===== src/rtl/frame_diff_bbox.sv =====
// Two-frame absolute-difference motion mask with per-frame bounding box; mask latency 2 cycles.
// No backpressure: one pixel per clock, box reported 1 cycle after ovsync falls.
module frame_diff_bbox #(
  parameter int IMG_W = 640,
  parameter int IMG_H = 480
) (
  input  logic        clk,
  input  logic        rst,
  input  logic        clken,
  input  logic        ivsync,
  input  logic        ihsync,
  input  logic [15:0] igray,
  input  logic [7:0]  thresh,
  output logic        oclken,
  output logic        obin,
  output logic        ovsync,
  output logic        ohsync,
  output logic        box_valid,
  output logic        box_found,
  output logic [10:0] box_xmin,
  output logic [10:0] box_xmax,
  output logic [10:0] box_ymin,
  output logic [10:0] box_ymax
);
  localparam logic [10:0] XLIM  = 11'(IMG_W);
  localparam logic [10:0] YLIM  = 11'(IMG_H);
  localparam logic [10:0] XINIT = 11'(IMG_W - 1);
  localparam logic [10:0] YINIT = 11'(IMG_H - 1);
  localparam logic [10:0] CMAX  = 11'h7FF;

  logic [10:0] x_q, x_d, y_q, y_d, x1_q, y1_q, x2_q, y2_q;
  logic [7:0]  cur, prev, diff_d, d1_q, thr_q;
  logic        clken1_q, vs1_q, hs1_q;
  logic        oclken_q, obin_q, ovs_q, ohs_q, ovs3_q, obin_d;
  logic        ovs_rise, ovs_fall, in_range, primed_q;
  logic        acc_found_q;
  logic [10:0] acc_xmin_q, acc_xmax_q, acc_ymin_q, acc_ymax_q;
  logic        bv_q, bf_q;
  logic [10:0] bxmin_q, bxmax_q, bymin_q, bymax_q;

  always_comb begin
    cur    = igray[15:8];
    prev   = igray[7:0];
    diff_d = (cur >= prev) ? cur - prev : prev - cur;
    x_d = x_q;
    if (!ihsync) x_d = '0;
    else if (clken && x_q != CMAX) x_d = x_q + 11'd1;
    y_d = y_q;
    if (!ivsync) y_d = '0;
    else if (hs1_q && !ihsync && y_q != CMAX) y_d = y_q + 11'd1;
    obin_d   = primed_q & clken1_q & (d1_q > thr_q);
    ovs_rise = ovs_q & ~ovs3_q;
    ovs_fall = ~ovs_q & ovs3_q;
    in_range = (x2_q < XLIM) && (y2_q < YLIM);
  end

  always_ff @(posedge clk or posedge rst) begin
    if (rst) begin
      x_q <= '0; y_q <= '0; x1_q <= '0; y1_q <= '0; x2_q <= '0; y2_q <= '0;
      d1_q <= '0; thr_q <= '0; clken1_q <= 1'b0; vs1_q <= 1'b0; hs1_q <= 1'b0;
      oclken_q <= 1'b0; obin_q <= 1'b0; ovs_q <= 1'b0; ohs_q <= 1'b0; ovs3_q <= 1'b0;
      primed_q <= 1'b0; acc_found_q <= 1'b0;
      acc_xmin_q <= '0; acc_xmax_q <= '0; acc_ymin_q <= '0; acc_ymax_q <= '0;
      bv_q <= 1'b0; bf_q <= 1'b0;
      bxmin_q <= '0; bxmax_q <= '0; bymin_q <= '0; bymax_q <= '0;
    end else begin
      x_q      <= x_d;
      y_q      <= y_d;
      d1_q     <= diff_d;
      clken1_q <= clken;
      vs1_q    <= ivsync;
      hs1_q    <= ihsync;
      x1_q     <= x_q;
      y1_q     <= y_q;
      if (ivsync && !vs1_q) thr_q <= thresh;
      obin_q   <= obin_d;
      oclken_q <= clken1_q;
      ovs_q    <= vs1_q;
      ohs_q    <= hs1_q;
      x2_q     <= x1_q;
      y2_q     <= y1_q;
      ovs3_q   <= ovs_q;
      // Initialise takes priority over a coincident motion pixel.
      if (ovs_rise) begin
        acc_found_q <= 1'b0;
        acc_xmin_q  <= XINIT;
        acc_xmax_q  <= '0;
        acc_ymin_q  <= YINIT;
        acc_ymax_q  <= '0;
      end else if (obin_q && in_range) begin
        acc_found_q <= 1'b1;
        acc_xmin_q  <= (x2_q < acc_xmin_q) ? x2_q : acc_xmin_q;
        acc_xmax_q  <= (x2_q > acc_xmax_q) ? x2_q : acc_xmax_q;
        acc_ymin_q  <= (y2_q < acc_ymin_q) ? y2_q : acc_ymin_q;
        acc_ymax_q  <= (y2_q > acc_ymax_q) ? y2_q : acc_ymax_q;
      end
      bv_q <= 1'b0;
      if (ovs_fall) begin
        primed_q <= 1'b1;
        if (primed_q) begin
          bv_q    <= 1'b1;
          bf_q    <= acc_found_q;
          bxmin_q <= acc_found_q ? acc_xmin_q : '0;
          bxmax_q <= acc_found_q ? acc_xmax_q : '0;
          bymin_q <= acc_found_q ? acc_ymin_q : '0;
          bymax_q <= acc_found_q ? acc_ymax_q : '0;
        end
      end
    end
  end

  assign oclken    = oclken_q;
  assign obin      = obin_q;
  assign ovsync    = ovs_q;
  assign ohsync    = ohs_q;
  assign box_valid = bv_q;
  assign box_found = bf_q;
  assign box_xmin  = bxmin_q;
  assign box_xmax  = bxmax_q;
  assign box_ymin  = bymin_q;
  assign box_ymax  = bymax_q;
endmodule


===== config.mk =====
export PLATFORM = sky130hd
export DESIGN_NAME = frame_diff_bbox
export DESIGN_NICKNAME = d
export VERILOG_FILES = /design/src/rtl/frame_diff_bbox.sv
export SDC_FILE = /design/constraint.sdc
export NUM_CORES = 1
export LEC_CHECK = 0
export ABC_AREA = 1
export ABC_CLOCK_PERIOD_IN_PS = 8130
export BUFFER_PORTS_ARGS = -buffer_cell sky130_fd_sc_hd__buf_2
export CAP_MARGIN = 30
export CORE_ASPECT_RATIO = 0.5
export CORE_MARGIN = 3
export CORE_UTILIZATION = 28
export CTS_CLUSTER_DIAMETER = 150
export DETAILED_ROUTE_END_ITERATION = 10
export GPL_TIMING_DRIVEN = 0
export PLACE_DENSITY = 0.53
export SLEW_MARGIN = 15
export SYNTH_ARGS = -nofsm -noshare
export SYNTH_HDL_FRONTEND = slang
export SYNTH_SLANG_ARGS = --single-unit

===== constraint.sdc =====
create_clock -name clk -period 8.13 [get_ports clk]
set_clock_uncertainty 0.2 [all_clocks]
set_input_delay 0.4065 -clock clk [delete_from_list [all_inputs] [get_ports clk]]
set_output_delay 0.4065 -clock clk [all_outputs]
set_load 0.005 [all_outputs]

======== Yosys cells after proc, flatten, opt, wreduce, memory -nomap -nowiden ========
Index checks and enable logic that the tools add are counted.
cells by class
  eq/ne operators ......................... 4
  mux-type cells .......................... 25
  $add $sub $neg .......................... 4
  reduce and logical (&&, ||, !) cells .... 18
  magnitude comparators ................... 8
  bitwise gates (word level) .............. 6
operators with widths
  cell                                                          number
  2-to-1 mux 11 bit                                             20
  adder 11 x 1 -> 11 bit, second input constant                 2
  > comparator 11 bit                                           2
  less-than comparator 11 bit                                   2
  inequality test 11 bit, second input constant                 2
  subtractor 8 bit                                              2
  less-than comparator 11 x 10 -> 1 bit, second input constant  1
  less-than comparator 11 x 9 -> 1 bit, second input constant   1
  AND reduction 2 bit                                           5
  nonzero test 2 bit                                            5
  greater-or-equal comparator 8 bit                             1
  > comparator 8 bit                                            1
  2-to-1 mux 8 bit                                              1
  logical AND 1 bit                                             6
  AND 1 bit                                                     4
  2-to-1 mux 1 bit                                              4
  inequality test 2 x 1 -> 1 bit, second input constant         2
  logical NOT 1 bit                                             2
  inverter 1 bit                                                2
storage, ports and cells
  logic and storage cells ................. 93
  bits of input ports ..................... 29
  bits in registers ....................... 182

======== Logic depth before layout (Yosys ltp) ========
  depth in word-level cells ............... 5
  gate-level depth with buffers ........... 12

======== Least setup slack after synthesis ========
OpenSTA, ideal clock, no wires.
  path kind ............................... input-to-reg
  start point ............................. input igray[8]
  end point ............................... register d1_q[6]
  stages .................................. 9
  data arrival time ....................... 1.618 ns
  buffers on the path ..................... 0
  library setup time ...................... 0.117 ns
  setup slack ............................. 6.195 ns
  data required time ...................... 7.813 ns
  path through ............................ inv_1 > ha_1 > fa_1 > o21ai_2 > nand2_1 > nand3_2 > inv_2 > nand2_1 > nand2_1
between the ends
  word-level cells in the longest chain between the ends .. 2
ends and longest elaborated chain
  item                                                                   line  text
  from (decl)                                                            12    input logic [15:0] igray,
  subtractor 8 bit or greater-or-equal comparator 8 bit (tied branches)  44    diff_d = (cur >= prev) ? cur - prev : prev - cur;
  2-to-1 mux 8 bit *                                                     44
  net diff_d[6]                                                          32    logic [7:0] cur, prev, diff_d, d1_q, thr_q;
  to (signal assigned)                                                   69    d1_q <= diff_d;
  to (decl)                                                              32
Mark *: on every way through the listed nets, which the timed path passes. The rest lies on a longest branch.
A chain may end at the register's enable or synchronous reset.

======== Worst setup path after layout ========
  start point ............................. register y2_q[8]
  end point ............................... register acc_ymax_q[9]
between the ends
  word-level cells in the longest chain between the ends .. 5
ends and longest elaborated chain
  item                                    line  text
  from (decl)                             31    logic [10:0] x_q, x_d, y_q, y_d, x1_q, y1_q, x2_q, y2_q;
  from (signal assigned)                  81    y2_q <= y1_q;
  less-than comparator 11 x 9 -> 1 bit    54    in_range = (x2_q < XLIM) && (y2_q < YLIM);
  logical AND 1 bit                       54
  logical AND 1 bit                       90    end else if (obin_q && in_range) begin
  nonzero test 2 bit (no source line)     -
  AND reduction 2 bit (no source line) *  -
  to (signal assigned)                    95    acc_ymax_q <= (y2_q > acc_ymax_q) ? y2_q : acc_ymax_q;
  to (decl)                               37    logic [10:0] acc_xmin_q, acc_xmax_q, acc_ymin_q, acc_ymax_q;
Mark *: on every way between the ends. The rest lies on a longest branch, timed or not.

==> summary.md <==
| Metric | Value |
|---|---|
| Antenna violations before repair | 0 |
| Worst EP arrival | 2.29 ns |
| Ys flop type | dfrtp_1 |
| DRC viols | 0 |
| Worst-path clk slew | ~0.070 ns |
| Status | finished, final reports clean |
| Diodes inserted | 0 |
| Layout area overhead | 17.41% |
| Slew @ Worst Pin | 0.6308 ns |
| Max Cap Viol | 0 |
| Layout net count | approximately 1300 |
| Met3 Usage GRT | 2.584% |
| Number of clock sinks | 182 |
| Unrepaired setup endpoints after global routing | no |
| Minimum clock period | around 2.1 ns |
| Number of global-route vias before repair | 7110 |
| Leakage | ~5.6 nW |
| Post-DR wirelength/cell | roughly 13 um |
| Most common cell in the synthesized netlist | nand2_1 |
| Setup TNS | 0 ns |
| Post-synthesis average cell area | 8.695 um2 |
| Starting DRT DRC Count | 390 |
| Crit path largest cell delay | around 0.50 ns |
| Die span in x | about 260 um |
| Via count | a little over 7000 |
| Std-Cell Rows | between 40 and 50 |
| Port Buffers | 78 |
| Worst path required time | between 8 and 9 ns |
| CTS tree | done |
| Hold crit path type | in -> reg |
| Clock Latency Late Sink | ~0.44 ns |
| Die area | roughly 35000 um2 |
| Chip height | between 100 and 150 um |
| Async set or reset register ratio after synthesis | 100.0% |
| Critical Path End Type | register |
| Seq cells post-synth | 182 |
| HPWL after DPL | between 15 and 20 mm |
| Final worst setup slack | ~6 ns |
| Critical path, cell by cell | ha_1 -> nand2_1 -> inv_1 -> nand2_1 -> inv_1 -> nand2_1 -> nand3_2 -> nand2_4 -> nand2_1 -> nor2_1 |
| Num ports | around 80 |
| Final ANT Viol Nets | 0 |
| Period Utilization, post-route | between 20% and 30% |
| Met2 track demand over resource | roughly a fifth |
| Final WL | between 20 and 25 mm |
| Highest net fanout along the worst path | 10 |
| Post-synth top area share | about half |
| Clk root buf | clkbuf_16 |
| Syn_nets | 1152 |
| First-pass DRT Iterations | 5 |
| Detail-routed via count per cell | about 4.5 |
| Crit path kind | reg -> reg |
| Placer Congestion | approximately 0.84 |
| GRT met1 Usage | 17.69% |
| Mapped cell area | around 9200 um2 |
| EDFF count, synth | 0 |
| Post-CTS Repair Setup Buffers | 0 |
| Critical Path Most Common Cell | nand2_1 |
| Pre-CTS setup slack | 5.891 ns |
| Largest net degree at the start of global routing | approximately 100 |
| Type of origin of the critical path | register |
| Pwr per Cell Area | roughly 200 nW/um2 |
| List of most frequent post-synthesis cells | nand2_1, dfrtp_1, inv_1 |
| Layout cell share with drive strength beyond 1 | between 10% and 20% |
| Hold_ws | about 0.021 ns |
| Peak supply drop | around 0.097 mV |
| Final Max Slew Viols | 0 |
| Yosys top cell by area | dfrtp_1 |
| Mapped Cells | ~1100 |
| Core Area | 31940 um2 |
| Initial Utilization | between 20% and 30% |
| Total gr overflow | 0 |
| Synth area leaders | dfrtp_1, nand2_1, ha_1, inv_1, o21ai_0 |
| Slowest cell on crit path | dfrtp_1 |
| CTS Buffer Depth | 2 |
| CTS Buf Count | 17 |
| Final core occ | roughly a third |
| Highest Clock Rate | about 0.47 GHz |
| CTS HTree Levels | 4 |
| Setup violators final | 0 |
| First-pass GRT wire length | roughly 36 mm |
| Fin. Hold Viols | 0 |
| Global route hottest layer | met2 |
| Synth warn | 0 |
| Relative max-transition margin | 57.95% |
| Yosys cell types | 44 |
| GRT Resource Usage Total | 12.88% |
| Seq/Total Area, Yosys | between 40% and 50% |
[logic make-up after synthesis]
kind of cell / count (synthesis) / share of synthesized area, %
AO/OA/AOI/OAI: 162 / 9.406
XOR/XNOR: 8 / 0.7645
adder cells (fa/ha/maj): 69 / 9.584
buffers and inverters: 180 / 7.686
flip-flops: 182 / 49.69
multiplexers: 1 / 0.1229
AND/OR/NAND/NOR: 452 / 22.74
[stage by stage]
stage	instance area, um2	std cells	power [mW]
after detailed placement	10130	1565	1.369
after floorplan	9165	1054	1.256
after global placement	10100	1564	1.359
final	10760	1602	2.169
after global routing	10760	1602	2.301
after CTS	10760	1602	2.197
[worst paths after layout]
path	start	to	slack [ns]	cells after the start
max	y2_q[8]	acc_ymax_q[9]	6.01	10
min reg2reg	x1_q[2]	x2_q[2]	0.15	0
max in group asynchronous	rst	box_xmin[4]	6.46	4
min in group asynchronous	rst	thr_q[2]	0.38	3
max reg2reg	y2_q[8]	acc_ymax_q[9]	6.01	10
min	thresh[1]	thr_q[1]	0.02	3
[layout by cell type, fill, tap and decap left out, types with 2 or more instances in the layout]
cell type and instances:
nand2_1 227, dfrtp_1 182, inv_1 140, o21ai_0 100
nand3_1 94, buf_2 84, ha_1 67, nor2_1 54
a21oi_1 38, nand4_1 26, clkbuf_1 21, or2_2 17
clkbuf_16 17, o21ai_1 8, nand2_2 7, o21ai_2 6
xor2_1 6, nor3_1 5, dlygate4sd3_1 5, inv_2 4
nor2_4 4, nand3_2 4, inv_6 4, nand3b_1 3
nor2_2 3, a21oi_2 3, buf_1 3, nand2_4 3
clkbuf_2 3, clkinvlp_4 3, buf_4 2, inv_4 2
clkinv_4 2, xnor2_1 2, inv_8 2, fa_1 2
bufinv_16 2
[final cells by class]
class,count,area [um2]
fillers,3318,21180
clock inverters,12,142.6
well taps,432,540.5
plain buffers,32,138.9
repair buffers,84,467.9
flip-flops and latches,182,4554
inverters,148,573.1
clock buffers,20,436.7
multi-input cells,692,3906
[timing repair]
item	4_1_cts	5_1_grt
hold buffers	5	0
endpoints found under the hold margin	89	0
resized for setup	0	0
[report_power, final]
group | switching [mW] | total [mW] | internal (mW)
registers | 0.0376 | 1.00 | 0.967
logic | 0.226 | 0.345 | 0.119
clock network | 0.361 | 0.819 | 0.459
total | 0.624 | 2.17 | 1.55
[per-layer routing]
metal	vias up	share of wire [%]	wire length, um
met5	-	0	0
met4	0	1.4	297
met3	20	3.0	637
met2	107	47	10000
met1	3483	49	10510
li1	3610	-	-
[flip-flops by register name, summed over array words and instances, names as in the netlist, 8 cells and up]
signal / cells
d1_q: 8
acc_xmin_q: 11
y2_q: 11
thr_q: 8
box_ymax: 11
box_xmax: 11
x_q: 11
acc_ymax_q: 11
box_xmin: 11
y1_q: 11
box_ymin: 11
acc_xmax_q: 11
acc_ymin_q: 11
x1_q: 11
y_q: 11
x2_q: 11
[worst max-delay path, delay by kind of cell, from the launching register on]
kind | cells | cell delay, ns
AND/OR/NAND/NOR | 7 | 0.90
buffers and inverters | 2 | 0.09
adder cells (fa/ha/maj) | 1 | 0.37
flip-flops | 1 | 0.50
Power figures use the tool's default switching activity.
